$ cat config.mk
export PLATFORM = sky130hd
export DESIGN_NAME = taus_seed_gen
export DESIGN_NICKNAME = d
export VERILOG_FILES = /design/src/rtl/taus_seed_gen.sv
export SDC_FILE = /design/constraint.sdc
export NUM_CORES = 1
export LEC_CHECK = 0
export CAP_MARGIN = 20
export CORE_MARGIN = 4
export CORE_UTILIZATION = 30
export CTS_BUF_LIST = sky130_fd_sc_hd__clkbuf_4 sky130_fd_sc_hd__clkbuf_8
export DETAILED_ROUTE_END_ITERATION = 10
export SLEW_MARGIN = 40
export SYNTH_ARGS = -nofsm -noshare
export SYNTH_HDL_FRONTEND = slang
export SYNTH_SLANG_ARGS = --single-unit
$ cat constraint.sdc
create_clock -name clk -period 2.9 [get_ports clk]
set_input_delay 0.87 -clock clk [delete_from_list [all_inputs] [get_ports clk]]
set_output_delay 0.87 -clock clk [all_outputs]
set_load 0.01 [all_outputs]
$ cat src/rtl/taus_seed_gen.sv
// Dual taus88 uniform source feeding the Box-Muller seed inputs a/b, with
// seed shadow registers, warm-up discard and a valid/ready output stage.
module taus_seed_gen #(
  parameter int          WARMUP     = 16,
  parameter int          CNT_W      = 8,
  parameter logic [31:0] DEF_SEED_A = 32'h1234_5678,
  parameter logic [31:0] DEF_SEED_B = 32'h8765_4321
) (
  input  logic        clk,
  input  logic        resetn,
  input  logic        en,
  input  logic        seed_we,
  input  logic [2:0]  seed_sel,
  input  logic [31:0] seed_data,
  input  logic        seed_commit,
  input  logic        ordy,
  output logic [31:0] a,
  output logic [31:0] b,
  output logic        ovalid,
  output logic        busy
);

  typedef enum logic [1:0] {ST_IDLE, ST_WARMUP, ST_RUN} state_t;

  localparam logic [CNT_W-1:0] LAST_CNT = (WARMUP == 0) ? '0 : CNT_W'(WARMUP - 1);
  localparam state_t START_ST = (WARMUP == 0) ? ST_RUN : ST_WARMUP;

  function automatic logic [31:0] step1(input logic [31:0] s);
    logic [31:0] t;
    t = ((s << 13) ^ s) >> 19;
    return ((s & 32'hFFFF_FFFE) << 12) ^ t;
  endfunction

  function automatic logic [31:0] step2(input logic [31:0] s);
    logic [31:0] t;
    t = ((s << 2) ^ s) >> 25;
    return ((s & 32'hFFFF_FFF8) << 4) ^ t;
  endfunction

  function automatic logic [31:0] step3(input logic [31:0] s);
    logic [31:0] t;
    t = ((s << 3) ^ s) >> 11;
    return ((s & 32'hFFFF_FFF0) << 17) ^ t;
  endfunction

  // Degenerate seeds would lock a component at zero, so force a minimum bit.
  function automatic logic [31:0] fix1(input logic [31:0] s);
    return (s < 32'd2) ? (s | 32'd2) : s;
  endfunction

  function automatic logic [31:0] fix2(input logic [31:0] s);
    return (s < 32'd8) ? (s | 32'd8) : s;
  endfunction

  function automatic logic [31:0] fix3(input logic [31:0] s);
    return (s < 32'd16) ? (s | 32'd16) : s;
  endfunction

  state_t           state, next_state;
  logic [CNT_W-1:0] cnt, cnt_nxt;
  logic             warm, warm_nxt;
  logic             advance, load_out, ovalid_nxt;

  logic [31:0] shadow   [6];
  logic [31:0] seed_eff [6];
  logic [31:0] ca1, ca2, ca3, cb1, cb2, cb3;
  logic [31:0] na1, na2, na3, nb1, nb2, nb3;
  logic [31:0] out_a, out_b;

  // A word written in the commit cycle is seen by that commit.
  always_comb begin
    for (int i = 0; i < 6; i++) begin
      seed_eff[i] = (seed_we && seed_sel == 3'(i)) ? seed_data : shadow[i];
    end
  end

  always_ff @(posedge clk or negedge resetn) begin
    if (!resetn) begin
      for (int i = 0; i < 3; i++) begin
        shadow[i]     <= DEF_SEED_A;
        shadow[i + 3] <= DEF_SEED_B;
      end
    end else begin
      for (int i = 0; i < 6; i++) begin
        if (seed_we && seed_sel == 3'(i)) shadow[i] <= seed_data;
      end
    end
  end

  assign na1   = step1(ca1);
  assign na2   = step2(ca2);
  assign na3   = step3(ca3);
  assign nb1   = step1(cb1);
  assign nb2   = step2(cb2);
  assign nb3   = step3(cb3);
  assign out_a = na1 ^ na2 ^ na3;
  assign out_b = nb1 ^ nb2 ^ nb3;

  always_ff @(posedge clk or negedge resetn) begin
    if (!resetn) begin
      ca1 <= fix1(DEF_SEED_A);
      ca2 <= fix2(DEF_SEED_A);
      ca3 <= fix3(DEF_SEED_A);
      cb1 <= fix1(DEF_SEED_B);
      cb2 <= fix2(DEF_SEED_B);
      cb3 <= fix3(DEF_SEED_B);
    end else if (seed_commit) begin
      ca1 <= fix1(seed_eff[0]);
      ca2 <= fix2(seed_eff[1]);
      ca3 <= fix3(seed_eff[2]);
      cb1 <= fix1(seed_eff[3]);
      cb2 <= fix2(seed_eff[4]);
      cb3 <= fix3(seed_eff[5]);
    end else if (advance) begin
      ca1 <= na1;
      ca2 <= na2;
      ca3 <= na3;
      cb1 <= nb1;
      cb2 <= nb2;
      cb3 <= nb3;
    end
  end

  always_ff @(posedge clk or negedge resetn) begin
    if (!resetn) begin
      state  <= ST_IDLE;
      cnt    <= '0;
      warm   <= 1'b0;
      ovalid <= 1'b0;
      a      <= '0;
      b      <= '0;
    end else begin
      state  <= next_state;
      cnt    <= cnt_nxt;
      warm   <= warm_nxt;
      ovalid <= ovalid_nxt;
      if (load_out) begin
        a <= out_a;
        b <= out_b;
      end
    end
  end

  always_comb begin
    next_state = state;
    cnt_nxt    = cnt;
    warm_nxt   = warm;
    advance    = 1'b0;
    load_out   = 1'b0;
    ovalid_nxt = ovalid;
    unique case (state)
      ST_IDLE: begin
        ovalid_nxt = 1'b0;
        if (en) begin
          if (warm) begin
            next_state = ST_RUN;
          end else begin
            next_state = START_ST;
            cnt_nxt    = '0;
          end
        end
      end
      ST_WARMUP: begin
        if (!en) begin
          next_state = ST_IDLE;
        end else begin
          advance = 1'b1;
          cnt_nxt = cnt + 1'b1;
          if (cnt == LAST_CNT) begin
            next_state = ST_RUN;
            warm_nxt   = 1'b1;
          end
        end
      end
      ST_RUN: begin
        if (!en) begin
          next_state = ST_IDLE;
          ovalid_nxt = 1'b0;
        end else if (!ovalid || ordy) begin
          advance    = 1'b1;
          load_out   = 1'b1;
          ovalid_nxt = 1'b1;
        end
      end
      default: next_state = ST_IDLE;
    endcase
    // A commit overrides everything and restarts the warm-up from the new seeds.
    if (seed_commit) begin
      next_state = en ? START_ST : ST_IDLE;
      cnt_nxt    = '0;
      warm_nxt   = 1'b0;
      advance    = 1'b0;
      load_out   = 1'b0;
      ovalid_nxt = 1'b0;
    end
  end

  assign busy = (state == ST_WARMUP);

endmodule

======== Word-level counts from Yosys, hierarchy flattened ========
Cells that the tools add are included.
cells by class
  $add $sub $neg .......................... 1
  multiply operators ...................... 0
  divide/modulo/power cells ............... 0
  order comparisons ....................... 6
  equality and inequality tests ........... 14
  shift-type cells ........................ 0
  multiplexer cells ....................... 52
  bitwise operators ....................... 16
  reductions and logical operators ........ 20
operator list
  cell                                                                   number
  32-bit two-way mux                                                     18
  32-bit XOR                                                             10
  32-bit by 2-bit < comparator with 1-bit output, second input constant  2
  32-bit by 4-bit < comparator with 1-bit output, second input constant  2
  32-bit by 5-bit < comparator with 1-bit output, second input constant  2
  32-bit by 13-bit XOR with 32-bit output                                2
  32-bit by 21-bit XOR with 32-bit output                                2
  32-bit by 7-bit XOR with 32-bit output                                 2
  8-bit two-way mux                                                      4
  2-bit two-way mux                                                      8
  8-bit case mux with 2 select lines                                     1
  1-bit two-way mux                                                      14
  3-bit inequality test, second input constant                           4
  5-bit two-way mux                                                      2
  8-bit by 1-bit adder with 8-bit output, second input constant          1
  8-bit by 4-bit == test with 1-bit output, second input constant        1
  4-bit two-way mux                                                      2
  2-bit nonzero test                                                     4
  3-bit by 2-bit == test with 1-bit output, second input constant        2
  3-bit == test, second input constant                                   2
  1-bit logical AND                                                      6
  2-bit case mux with 3 select lines                                     1
  3-bit AND reduction                                                    2
  3-bit nonzero test                                                     2
  12 further kinds                                                       13
word-level totals
  register bits ........................... 460
  latch bits .............................. 0
  memory bits (writable) .................. 0
  memory bits (read-only) ................. 0
  bits of input ports ..................... 41
  output and inout port bits .............. 66
  logic and storage cells ................. 127
  memories ................................ 0

======== Longest topological paths before layout ========
Gate-level depths: netlist of the first run.
  depth in word-level cells ............... 8
  mapped depth ............................ 10
  gate-level depth less buffers ........... 7

======== Least setup slack after synthesis of the first run ========
Ideal clock, no wire load.
  kind .................................... in2reg
  start ................................... input port ordy
  end ..................................... register cb1[1]
  library setup time ...................... 0.120 ns
  arrival ................................. 2.220 ns
  required time ........................... 2.780 ns
  path slack .............................. 0.559 ns
  stages .................................. 6
  buffers on the path ..................... 1
  cell sequence ........................... or3b_1 -> o2111a_1 -> buf_6 -> mux2_4 -> mux2_2 -> a41o_1
between the ends
  cells in the longest elaborated chain, start to end .. 6
RTL lines
  element                             line  source
  start: declaration                  16    input logic ordy,
  1-bit logical OR                    179   end else if (!ovalid || ordy) begin
  1-bit two-way mux                   179
  1-bit two-way mux                   176   if (!en) begin
  1-bit case mux with 2 select lines  151   unique case (state)
  1-bit two-way mux                   188   if (seed_commit) begin
  2-bit nonzero test (no line)        n/a
  end signal: assignment              104   cb1 <= fix1(DEF_SEED_B);
  end signal: assignment              111   cb1 <= fix1(seed_eff[3]);
  end signal: assignment              118   cb1 <= nb1;
  end: declaration                    66    logic [31:0] ca1, ca2, ca3, cb1, cb2, cb3;
No other way between the ends.
A chain may end at the register's enable or synchronous reset.

======== Worst setup path in the final report of the first run ========
  start ................................... register state[1]
  end ..................................... output port busy
between the ends
  cells in the longest elaborated chain, start to end .. 1
RTL lines
  element                                   line  source
  start: declaration                        59    state_t state, next_state;
  start signal: assignment                  133   state <= next_state;
  2-bit by 1-bit == test with 1-bit output  198   assign busy = (state == ST_WARMUP);
  end: declaration                          20    output logic busy
No other way between the ends.

==> results of run 1 <==
cells by family after synthesis:
kind of cell,Yosys count,share of synthesized area (%)
adder cells (fa/ha/maj),4,0.249
flip-flops,428,54.1
multiplexers,209,11.5
buffers and inverters,141,2.85
AO/OA/AOI/OAI,305,8.67
AND/OR/NAND/NOR,637,13.2
XOR/XNOR,215,9.36
worst reg2reg max path, cell delays in order, from the launching register on:
cell and delay [ns]:
sky130_fd_sc_hd__dfrtp_1 0.37, sky130_fd_sc_hd__inv_1 0.08, sky130_fd_sc_hd__ha_2 0.24, sky130_fd_sc_hd__or3b_1 0.47, sky130_fd_sc_hd__o2111a_4 0.24, sky130_fd_sc_hd__mux2_4 0.30
sky130_fd_sc_hd__mux2_2 0.26, sky130_fd_sc_hd__a41o_1 0.20
worst paths after layout:
path	end	from	slack [ns]
max	busy	state[1]	0.28
min	ca1[15]	resetn	0.17
max reg2reg	cb1[1]	state[1]	0.63
min reg2reg	a[13]	a[13]	0.48
max in group asynchronous	ca3[28]	resetn	1.86
min in group clk	a[13]	a[13]	0.48
synthesized netlist by cell type (12+ instances only):
master,n
sky130_fd_sc_hd__nand3_1,12
sky130_fd_sc_hd__clkbuf_1,95
sky130_fd_sc_hd__o21ai_0,129
sky130_fd_sc_hd__xnor2_1,140
sky130_fd_sc_hd__nor4_1,43
sky130_fd_sc_hd__nand2_1,356
sky130_fd_sc_hd__a21oi_1,39
sky130_fd_sc_hd__xor2_1,75
sky130_fd_sc_hd__mux2i_1,30
sky130_fd_sc_hd__a31oi_1,115
sky130_fd_sc_hd__nor3_1,13
sky130_fd_sc_hd__nor2_1,176
sky130_fd_sc_hd__dfrtp_1,280
sky130_fd_sc_hd__mux2_2,178
sky130_fd_sc_hd__buf_2,29
sky130_fd_sc_hd__dfstp_2,148
registers in the layout, summed over array words and instances (netlist names):
signal and flops:
ca3 28, a 32, b 32, cnt 8, state 2, cb1 31, shadow 176, ca2 29
ca1 31, cb3 28, warm 1, ovalid 1, cb2 29
through the flow:
stage	setup TNS, ns	cells
6_report	0	3026
5_1_grt	0	3024
4_1_cts	0	3023
3_5_place_dp	-0.0367	2894
3_3_place_gp	-0.0842	2894
2_1_floorplan	0	1939
power groups by stage:
stage	sequential (mW)	clock (mW)	combinational, mW
4_1_cts	9.04	6.00	6.13
3_3_place_gp	9.05	0	6.04
3_5_place_dp	9.11	0	6.10
5_1_grt	9.24	6.27	6.58
6_report	9.07	5.90	6.06
2_1_floorplan	8.80	0	3.54
area by class of cell:
cell class | count | area share, %
antenna | 3 | 0.0305
clock buffer | 120 | 6.00
clock inverter | 9 | 0.422
inverter | 7 | 0.127
multi-input combinational | 1370 | 35.4
sequential | 428 | 44.3
tap | 864 | 4.39
timing repair buffer | 225 | 9.41
placed cells by master (no fill, tap or decap), types with 2 or more instances in the layout:
| cell type | n |
|---|---|
| sky130_fd_sc_hd__mux2i_1 | 30 |
| sky130_fd_sc_hd__nor3_1 | 13 |
| sky130_fd_sc_hd__xor2_1 | 75 |
| sky130_fd_sc_hd__bufinv_16 | 2 |
| sky130_fd_sc_hd__diode_2 | 3 |
| sky130_fd_sc_hd__a21boi_0 | 2 |
| sky130_fd_sc_hd__ha_1 | 3 |
| sky130_fd_sc_hd__a22o_1 | 2 |
| sky130_fd_sc_hd__o21ai_0 | 128 |
| sky130_fd_sc_hd__nand2_1 | 356 |
| sky130_fd_sc_hd__clkinvlp_4 | 2 |
| sky130_fd_sc_hd__or3_1 | 3 |
| sky130_fd_sc_hd__buf_12 | 29 |
| sky130_fd_sc_hd__and2_1 | 2 |
| sky130_fd_sc_hd__or4_1 | 6 |
| sky130_fd_sc_hd__o211ai_1 | 2 |
| sky130_fd_sc_hd__a31oi_1 | 115 |
| sky130_fd_sc_hd__clkbuf_8 | 92 |
| sky130_fd_sc_hd__and4_1 | 3 |
| sky130_fd_sc_hd__inv_1 | 6 |
| sky130_fd_sc_hd__clkdlybuf4s50_1 | 102 |
| sky130_fd_sc_hd__xnor2_1 | 140 |
| sky130_fd_sc_hd__nand4_1 | 8 |
| sky130_fd_sc_hd__and3_1 | 3 |
| sky130_fd_sc_hd__o32ai_1 | 2 |
| sky130_fd_sc_hd__nor2_1 | 176 |
| sky130_fd_sc_hd__dfrtp_1 | 280 |
| sky130_fd_sc_hd__dfstp_2 | 148 |
| sky130_fd_sc_hd__buf_4 | 92 |
| sky130_fd_sc_hd__a21oi_1 | 39 |
| sky130_fd_sc_hd__mux2_2 | 178 |
| sky130_fd_sc_hd__clkbuf_4 | 28 |
| sky130_fd_sc_hd__a211oi_1 | 4 |
| sky130_fd_sc_hd__clkinv_2 | 4 |
| sky130_fd_sc_hd__nor2b_1 | 4 |
| sky130_fd_sc_hd__nand3_1 | 12 |
| sky130_fd_sc_hd__nor4b_1 | 2 |
| sky130_fd_sc_hd__nor4_1 | 43 |
| sky130_fd_sc_hd__inv_6 | 2 |
per-layer routing:
metal	vias to the layer above	global-route usage, %	part of all wire, %
li1	6967	-	-
met1	7857	24.9	43
met2	540	29.8	46
met3	127	4.71	8.0
met4	6	6.65	3.0
met5	-	0	0.031
repair_timing:
action / in CTS / in global routing
endpoints found under the setup margin: 1 / 0
hold buffers: 0 / 0
gates resized for setup: 2 / 0
endpoints found under the hold margin: 0 / 0
==> reports/metrics.csv, run 1 <==
metric;value;unit
proportion_of_power_drawn_by_the_clock_network;28.0;%
count_of_endpoints_failing_setup_in_the_final_report;0;
final_critical_path_setup_slack;0.278;ns
final.setup_skew;0.0306;ns
timing.critical_path.buf_inv;2;
regArea;10900;µm²
place.detailed.hpwl;49.1;mm
route.detailed.wl_per_inst;22.2;µm
power.internal;14.0;mW
numCtsBuffers;70;
netlist.top_cell.by_area;sky130_fd_sc_hd__dfrtp_1;
syn-cell-area;20100;µm²
synth_ff_type;sky130_fd_sc_hd__dfrtp_1;
timing.reg2reg.worst_path_depth;7;
run_status;finished, final reports clean;
layout-drive-gt1-share;27.1;%
leakage_dissipation;10.1;nW
synth_area_leaders;sky130_fd_sc_hd__dfrtp_1 (35%), sky130_fd_sc_hd__dfstp_2 (19%), sky130_fd_sc_hd__mux2_2 (10%);
cts_max_level;3;
coreArea;66100;µm²
power_per_cell_area;854;nW/µm²
pwr-share-comb;28.8;%
synth_seq_cells;428;
dpl-instance-area;23000;µm²
seqPwrFrac;43.1;%
ys.warnings.count;0;
grt_setup_unrepaired;no;
edff_count_synth;0;
io-pin-count;107;
layout_worst_path_cycle_share;90.4;%
synth_cells;1939;
yosysTopAreaCellShare;34.8;%
clk-insertion-delay-late;0.64;ns
worst-endpoint-required;2.03;ns
cts_tree;built;
portBuffers;105;
synth_area_per_cell;10.4;µm²
synth_fp_nets;1984;
die_area;71300;µm²
clk_sinks;428;
fin_crit;2.62;ns
globalRouteOverflowTotal;0;
switching_share;33.3;%
cts.repair_timing.setup_buffer_count;0;
slew_viol_final;0;
design_area;24600;µm²
p_switching;7.00;mW
setup.worst_path.end_class;output port;
clkTransAtPathRegs;0.06;ns
synthDistinctLibCells;51;
power.ir.vdd_worst;0.318;mV
gp_congestion;0.893;
area_of_the_multi_input_gates;8710;µm²
synth-async-reset-ratio;100;%
fill_cells;6539;
die-width;267;µm
timing.fmax;381;MHz
layout.nets;2147;
antenna_found_initial;10;
finalHoldViolCount;0;
finish.utilization;37.2;%
hold_slack;0.167;ns
initial_util;30.4;%
largest_delay_contributor_family_on_the_critical_path;buffers and inverters;
grt_start_max_net_pins;93;
syn2layout_area_growth;22.4;%
first_global_vias;15874;
cp-start-kind;flip-flop;
yosysSeqAreaShare;54.1;%
postRouteAntennaNets;0;
routed_via_density;5.12;
slew-limit-headroom;49.7;%
cts-root-to-sink-buffers;3;
clock_tree_root_buffer_cell;sky130_fd_sc_hd__clkbuf_8;
drt_pre_antenna_iters;7;
routed_wirelength;67.3;mm
remaining_drc_errors;0;
path_max_fanout;9;
cpMaxStageDelayCell;sky130_fd_sc_hd__dfrtp_1;
timing_worst_setup_path_type;reg2out;
timing_worst_slew_pin_value;0.748;ns
cell_chain_of_the_critical_path;inv_1, ha_2, dlygate4sd2_1;
hold_path_class;in2async;
crit_cells;3;
max_stage_delay;0.40;ns
vias;15497;
finalPower;21.0;mW
critical_path_arrival;1.75;ns
fp.dieH;267;µm
core.rowCount;94;
maxCapViolations;0;
grt_first_pass_wirelength;101;mm
post-place-ws;-0.0322;ns
drt-initial-drc-count;1340;
track_usage;18.7;%
No activity file was read; power rests on OpenSTA's default activity.
==> run 2, diff against run 1 <==
- CORE_UTILIZATION: 30 -> 62
- PLACE_DENSITY: not set -> 0.82
==> run 2 against run 1 <==
Net effect: utilization is 38 points higher; fmax is 6.1% lower; flip-flop and latch count stayed put; sequential power is 0.4% higher; register-to-register slack worse by 0.03 ns; cell count is 15% lower; global-route usage is 16 points higher; via count is 4.8% higher; combinational power hardly changed; routed wire length is 7.2% lower; die area is 50% lower; clock skew is 0.0041 ns lower; critical path type unchanged; critical endpoint unchanged; highest routed layer unchanged.
==> reports/metrics.csv, run 2 (same netlist as run 1, synthesis figures left out) <==
metric;value;unit
run_status;finished, final reports clean;
slew_viol_final;0;
layout.nets;2126;
grt_start_max_net_pins;65;
critical_path_arrival;1.92;ns
grt_setup_unrepaired;no;
cell_chain_of_the_critical_path;inv_1, ha_4, clkdlybuf4s50_1;
coreArea;31800;µm²
layout_worst_path_cycle_share;96.3;%
remaining_drc_errors;0;
clk-insertion-delay-late;0.61;ns
hold_slack;0.226;ns
cp-start-kind;flip-flop;
clock_tree_root_buffer_cell;sky130_fd_sc_hd__clkbuf_8;
finalPower;20.7;mW
drt_pre_antenna_iters;7;
largest_registers;shadow: 176 flops, a: 32 flops, b: 32 flops;
numCtsBuffers;70;
slew-limit-headroom;50.0;%
post-place-ws;-0.111;ns
grt_first_pass_wirelength;95.9;mm
layout-drive-gt1-share;26.4;%
worst-endpoint-required;2.03;ns
gp_congestion;0.926;
most-common-layout-cells;sky130_fd_sc_hd__nand2_1 (356), sky130_fd_sc_hd__dfrtp_1 (280), sky130_fd_sc_hd__mux2_2 (178);
core.rowCount;65;
die_area;35400;µm²
maxCapViolations;0;
finalHoldViolCount;0;
route.detailed.wl_per_inst;24.3;µm
initial_util;63.3;%
fill_cells;2015;
postRouteAntennaNets;0;
power_per_cell_area;870;nW/µm²
portBuffers;105;
vias;16238;
final_critical_path_setup_slack;0.107;ns
final.setup_skew;0.0265;ns
cts-root-to-sink-buffers;3;
power.ir.vdd_worst;0.459;mV
fp.dieH;188;µm
clkTransAtPathRegs;0.06;ns
die-width;188;µm
max_stage_delay;0.56;ns
clk_sinks;428;
timing.fmax;358;MHz
antenna_found_initial;1;
globalRouteOverflowTotal;0;
count_of_endpoints_failing_setup_in_the_final_report;0;
timing_worst_slew_pin_value;0.745;ns
cts_max_level;3;
timing_worst_setup_path_type;reg2out;
place.detailed.hpwl;44.5;mm
finish.utilization;75.0;%
hold_path_class;in2async;
dp_cells;2444;
io-pin-count;107;
track_usage;35.1;%
path_max_fanout;9;
drt-initial-drc-count;2269;
first_global_vias;16404;
setup.worst_path.end_class;output port;
largest_register_ffs;176;
cpMaxStageDelayCell;sky130_fd_sc_hd__clkdlybuf4s50_1;
fin_crit;2.79;ns
final_instance_count_excl_fillers;2575;
layout_commonest_cell;sky130_fd_sc_hd__nand2_1;
leakage_dissipation;9.93;nW
routed_wirelength;62.5;mm
top_register;shadow;
cts_tree;built;
syn2layout_area_growth;18.5;%
routed_via_density;6.31;
run 2: changes by cell type in the layout (fill, tap and decap cells not counted), moves of 2 or more:
cell	change
sky130_fd_sc_hd__clkbuf_4	+5
sky130_fd_sc_hd__clkinvlp_4	+3
sky130_fd_sc_hd__bufinv_16	-2
sky130_fd_sc_hd__buf_4	-20
sky130_fd_sc_hd__clkbuf_8	-5
run 2: final cells by class:
cell class                      count  area, µm²  area share (%)
Sequential cell                   428      10900            45.7
Clock inverter                      9       57.6           0.241
Inverter                            7       31.3           0.131
Tap cell                          435        544            2.28
Clock buffer                      120       1450            6.06
Timing Repair Buffer              204       2150            9.00
Multi-Input combinational cell   1370       8720            36.6
Antenna cell                        2       5.00          0.0210
run 2: what timing repair did:
action,in CTS,in global routing
resized for setup,1,1
hold buffers,0,0
gates cloned,0,0
setup buffers,0,0
endpoints found under the hold margin,0,0
endpoints found under the setup margin,1,1
run 2: worst max-delay path: cells and delay by family (launching register included):
| family | cells | cell delay [ns] |
|---|---|---|
| flip-flops | 1 | 0.40 |
| buffers and inverters | 2 | 0.69 |
| adder cells (fa/ha/maj) | 1 | 0.22 |
run 2: layer usage:
layer | wire length (µm) | vias up | track usage, %
met5 | 156 | - | 3.16
li1 | - | 6913 | -
met1 | 24200 | 8104 | 48.9
met3 | 7730 | 182 | 11.1
met2 | 28400 | 1035 | 53.4
met4 | 1960 | 4 | 10.1
run 2: path summary, 6_finish.rpt:
check	start	endpoint	slack [ns]	cells after the start
min in group clk	b[16]	b[16]	0.48	2
setup reg to reg	state[1]	ca3[16]	0.60	8
hold reg to reg	b[16]	b[16]	0.48	2
hold / removal	resetn	cb3[10]	0.23	1
setup / recovery	state[1]	busy	0.11	3
max in group asynchronous	resetn	ca2[14]	1.89	2
run 2: power by group:
part	switching [mW]	internal, mW
Combinational	3.17	2.87
Clock	2.47	3.14
Sequential	1.34	7.76
run 2: metrics by stage:
stage / cell area (µm²) / TNS [ns]
final: 23800 / 0
after global routing: 23800 / 0
after CTS: 23800 / 0
after detailed placement: 22300 / -0.196
after global placement: 22300 / -0.153
after floorplan: 20100 / 0
==> run 3, diff against run 2 <==
- CORE_ASPECT_RATIO: not set -> 1.4
- CORE_UTILIZATION: 62 -> 60
- CTS_BUF_LIST: sky130_fd_sc_hd__clkbuf_4 sky130_fd_sc_hd__clkbuf_8 -> not set
- HOLD_SLACK_MARGIN: not set -> 0.15
- PLACE_DENSITY: 0.82 -> 0.8
==> run 3 against run 2 <==
Net effect: cell count down 1.9%; flip-flop and latch count unchanged; global-route usage down 1.2 points; clock skew down 0.017 ns; register-to-register slack worse by 0.03 ns; critical path type unchanged; total power down 1.7%; largest cell class unchanged; highest routed layer is now met4; critical path depth unchanged; utilization down 4.1 points; sequential share of layout area up 0.60 points; sequential power about the same; clock power down 5.4%; count of clock-buffer cells in the layout down 62.
==> reports/metrics.csv, run 3 (same netlist as run 1, synthesis figures left out) <==
metric;value;unit
layout.nets;2093;
initial_util;60.6;%
grt_start_max_net_pins;129;
layout-drive-gt1-share;23.9;%
run_status;finished, final reports clean;
clock_tree_root_buffer_cell;sky130_fd_sc_hd__clkbuf_16;
antenna_found_initial;1;
globalRouteOverflowTotal;0;
drt-initial-drc-count;1650;
cts_max_level;2;
vias;15551;
core.rowCount;79;
layout_worst_path_cycle_share;95.9;%
rrSetupSlack;0.57;ns
crit_end;busy;
slew-limit-headroom;44.0;%
critical_path_arrival;1.91;ns
timing_worst_setup_path_type;reg2out;
place.detailed.hpwl;44.5;mm
postRouteAntennaNets;0;
top_register;shadow;
cts_tree;built;
power.ir.vdd_worst;0.616;mV
cts.repair_timing.setup_buffer_count;0;
clkTransAtPathRegs;0.07;ns
cp-start-kind;flip-flop;
timing.reg2reg.worst_path_depth;10;
setup.worst_path.end_class;output port;
cts_repair_resize_count;1;
cts-root-to-sink-buffers;3;
layout_commonest_cell;sky130_fd_sc_hd__nand2_1;
timing.fmax;359;MHz
hold_path_class;in2async;
fin_crit;2.78;ns
finalHoldViolCount;0;
track_usage;33.9;%
fill_cells;2440;
most-common-layout-cells;sky130_fd_sc_hd__nand2_1 (356), sky130_fd_sc_hd__dfrtp_1 (280), sky130_fd_sc_hd__mux2_2 (178);
finalPower;20.4;mW
first_global_vias;15708;
timing_worst_slew_pin_value;0.833;ns
largest_delay_contributor_family_on_the_critical_path;buffers and inverters;
largest_register_ffs;176;
grt_setup_unrepaired;no;
routed_wirelength;61.9;mm
grt_first_pass_wirelength;94.1;mm
timing.critical_path.buf_inv;2;
max_stage_delay;0.57;ns
power_per_cell_area;866;nW/µm²
coreArea;33200;µm²
largest_registers;shadow: 176 flops, a: 32 flops, b: 32 flops;
clk-insertion-delay-late;0.55;ns
reg2reg_from;state[1];
die-width;163;µm
regArea;10900;µm²
drt_pre_antenna_iters;8;
final.setup_skew;0.00996;ns
leakage_dissipation;9.73;nW
hold_buffers;0;
crit_cells;3;
worst-endpoint-required;2.03;ns
slew_viol_final;0;
die_area;36600;µm²
syn2layout_area_growth;17.0;%
finish.utilization;70.9;%
routed_via_density;6.16;
maxCapViolations;0;
gp_congestion;0.952;
cpMaxStageDelayCell;sky130_fd_sc_hd__clkdlybuf4s50_1;
regToRegEndpoint;cb1[7];
area_of_the_multi_input_gates;8710;µm²
cp-startpoint;state[1];
portBuffers;105;
count_of_endpoints_failing_setup_in_the_final_report;0;
cell_chain_of_the_critical_path;inv_1, ha_2, clkdlybuf4s50_1;
route.detailed.wl_per_inst;24.5;µm
fp.dieH;225;µm
remaining_drc_errors;0;
path_max_fanout;9;
clk_sinks;428;
io-pin-count;107;
numCtsBuffers;41;
-- run 3: cell count changes in the layout (fill, tap and decap cells not counted), sizes merged --
cell	delta
inv	+1
clkinvlp	-5
clkbuf	-62
buf	-4
bufinv	+2
clkinv	+8
-- run 3: report_power, final --
part           internal, mW  switching, mW  total (mW)
registers              7.76           1.32        9.08
logic                  2.86           3.15        6.01
clock network          2.99           2.31        5.30
total                  13.6           6.78        20.4
-- run 3: per-layer routing --
layer	vias up	share of wire (%)	wire, µm	global-route usage, %
met1	7730	37	22800	41.6
met3	242	6.2	3820	4.71
met4	0	9.1	5650	24.5
met2	765	48	29700	54.9
li1	6814	-	-	-
met5	-	0	0	0
-- run 3: how the worst min path moves through the flow --
stage               cells after the start  startpoint          to  slack [ns]
global placement                        2       b[19]       b[19]        0.46
finish                                  1      resetn     cb1[30]        0.23
floorplan                               1  shadow[65]  shadow[65]        0.47
global route                            1      resetn     cb1[30]        0.24
CTS                                     1      resetn     cb1[30]        0.24
detailed placement                      2       b[17]       b[17]        0.47
-- run 3: layout make-up --
cell class	instances	area share, %
clock inverters	15	0.548
multi-input cells	1370	37.0
diodes	2	0.0213
clock buffers	58	4.97
inverters	7	0.133
repair buffers	200	8.68
flip-flops and latches	428	46.3
well taps	445	2.37
-- run 3: stage by stage --
step                setup WS [ns]  TNS, ns  cells  cell area (µm²)  hold WS (ns)
floorplan                   0.559        0   1939            20100         0.468
global placement          -0.0721  -0.0721   2450            22200         0.460
detailed placement        -0.0572  -0.0572   2450            22200         0.469
CTS                         0.106        0   2523            23500         0.235
global route               0.0517        0   2523            23500         0.242
finish                      0.118        0   2525            23500         0.230
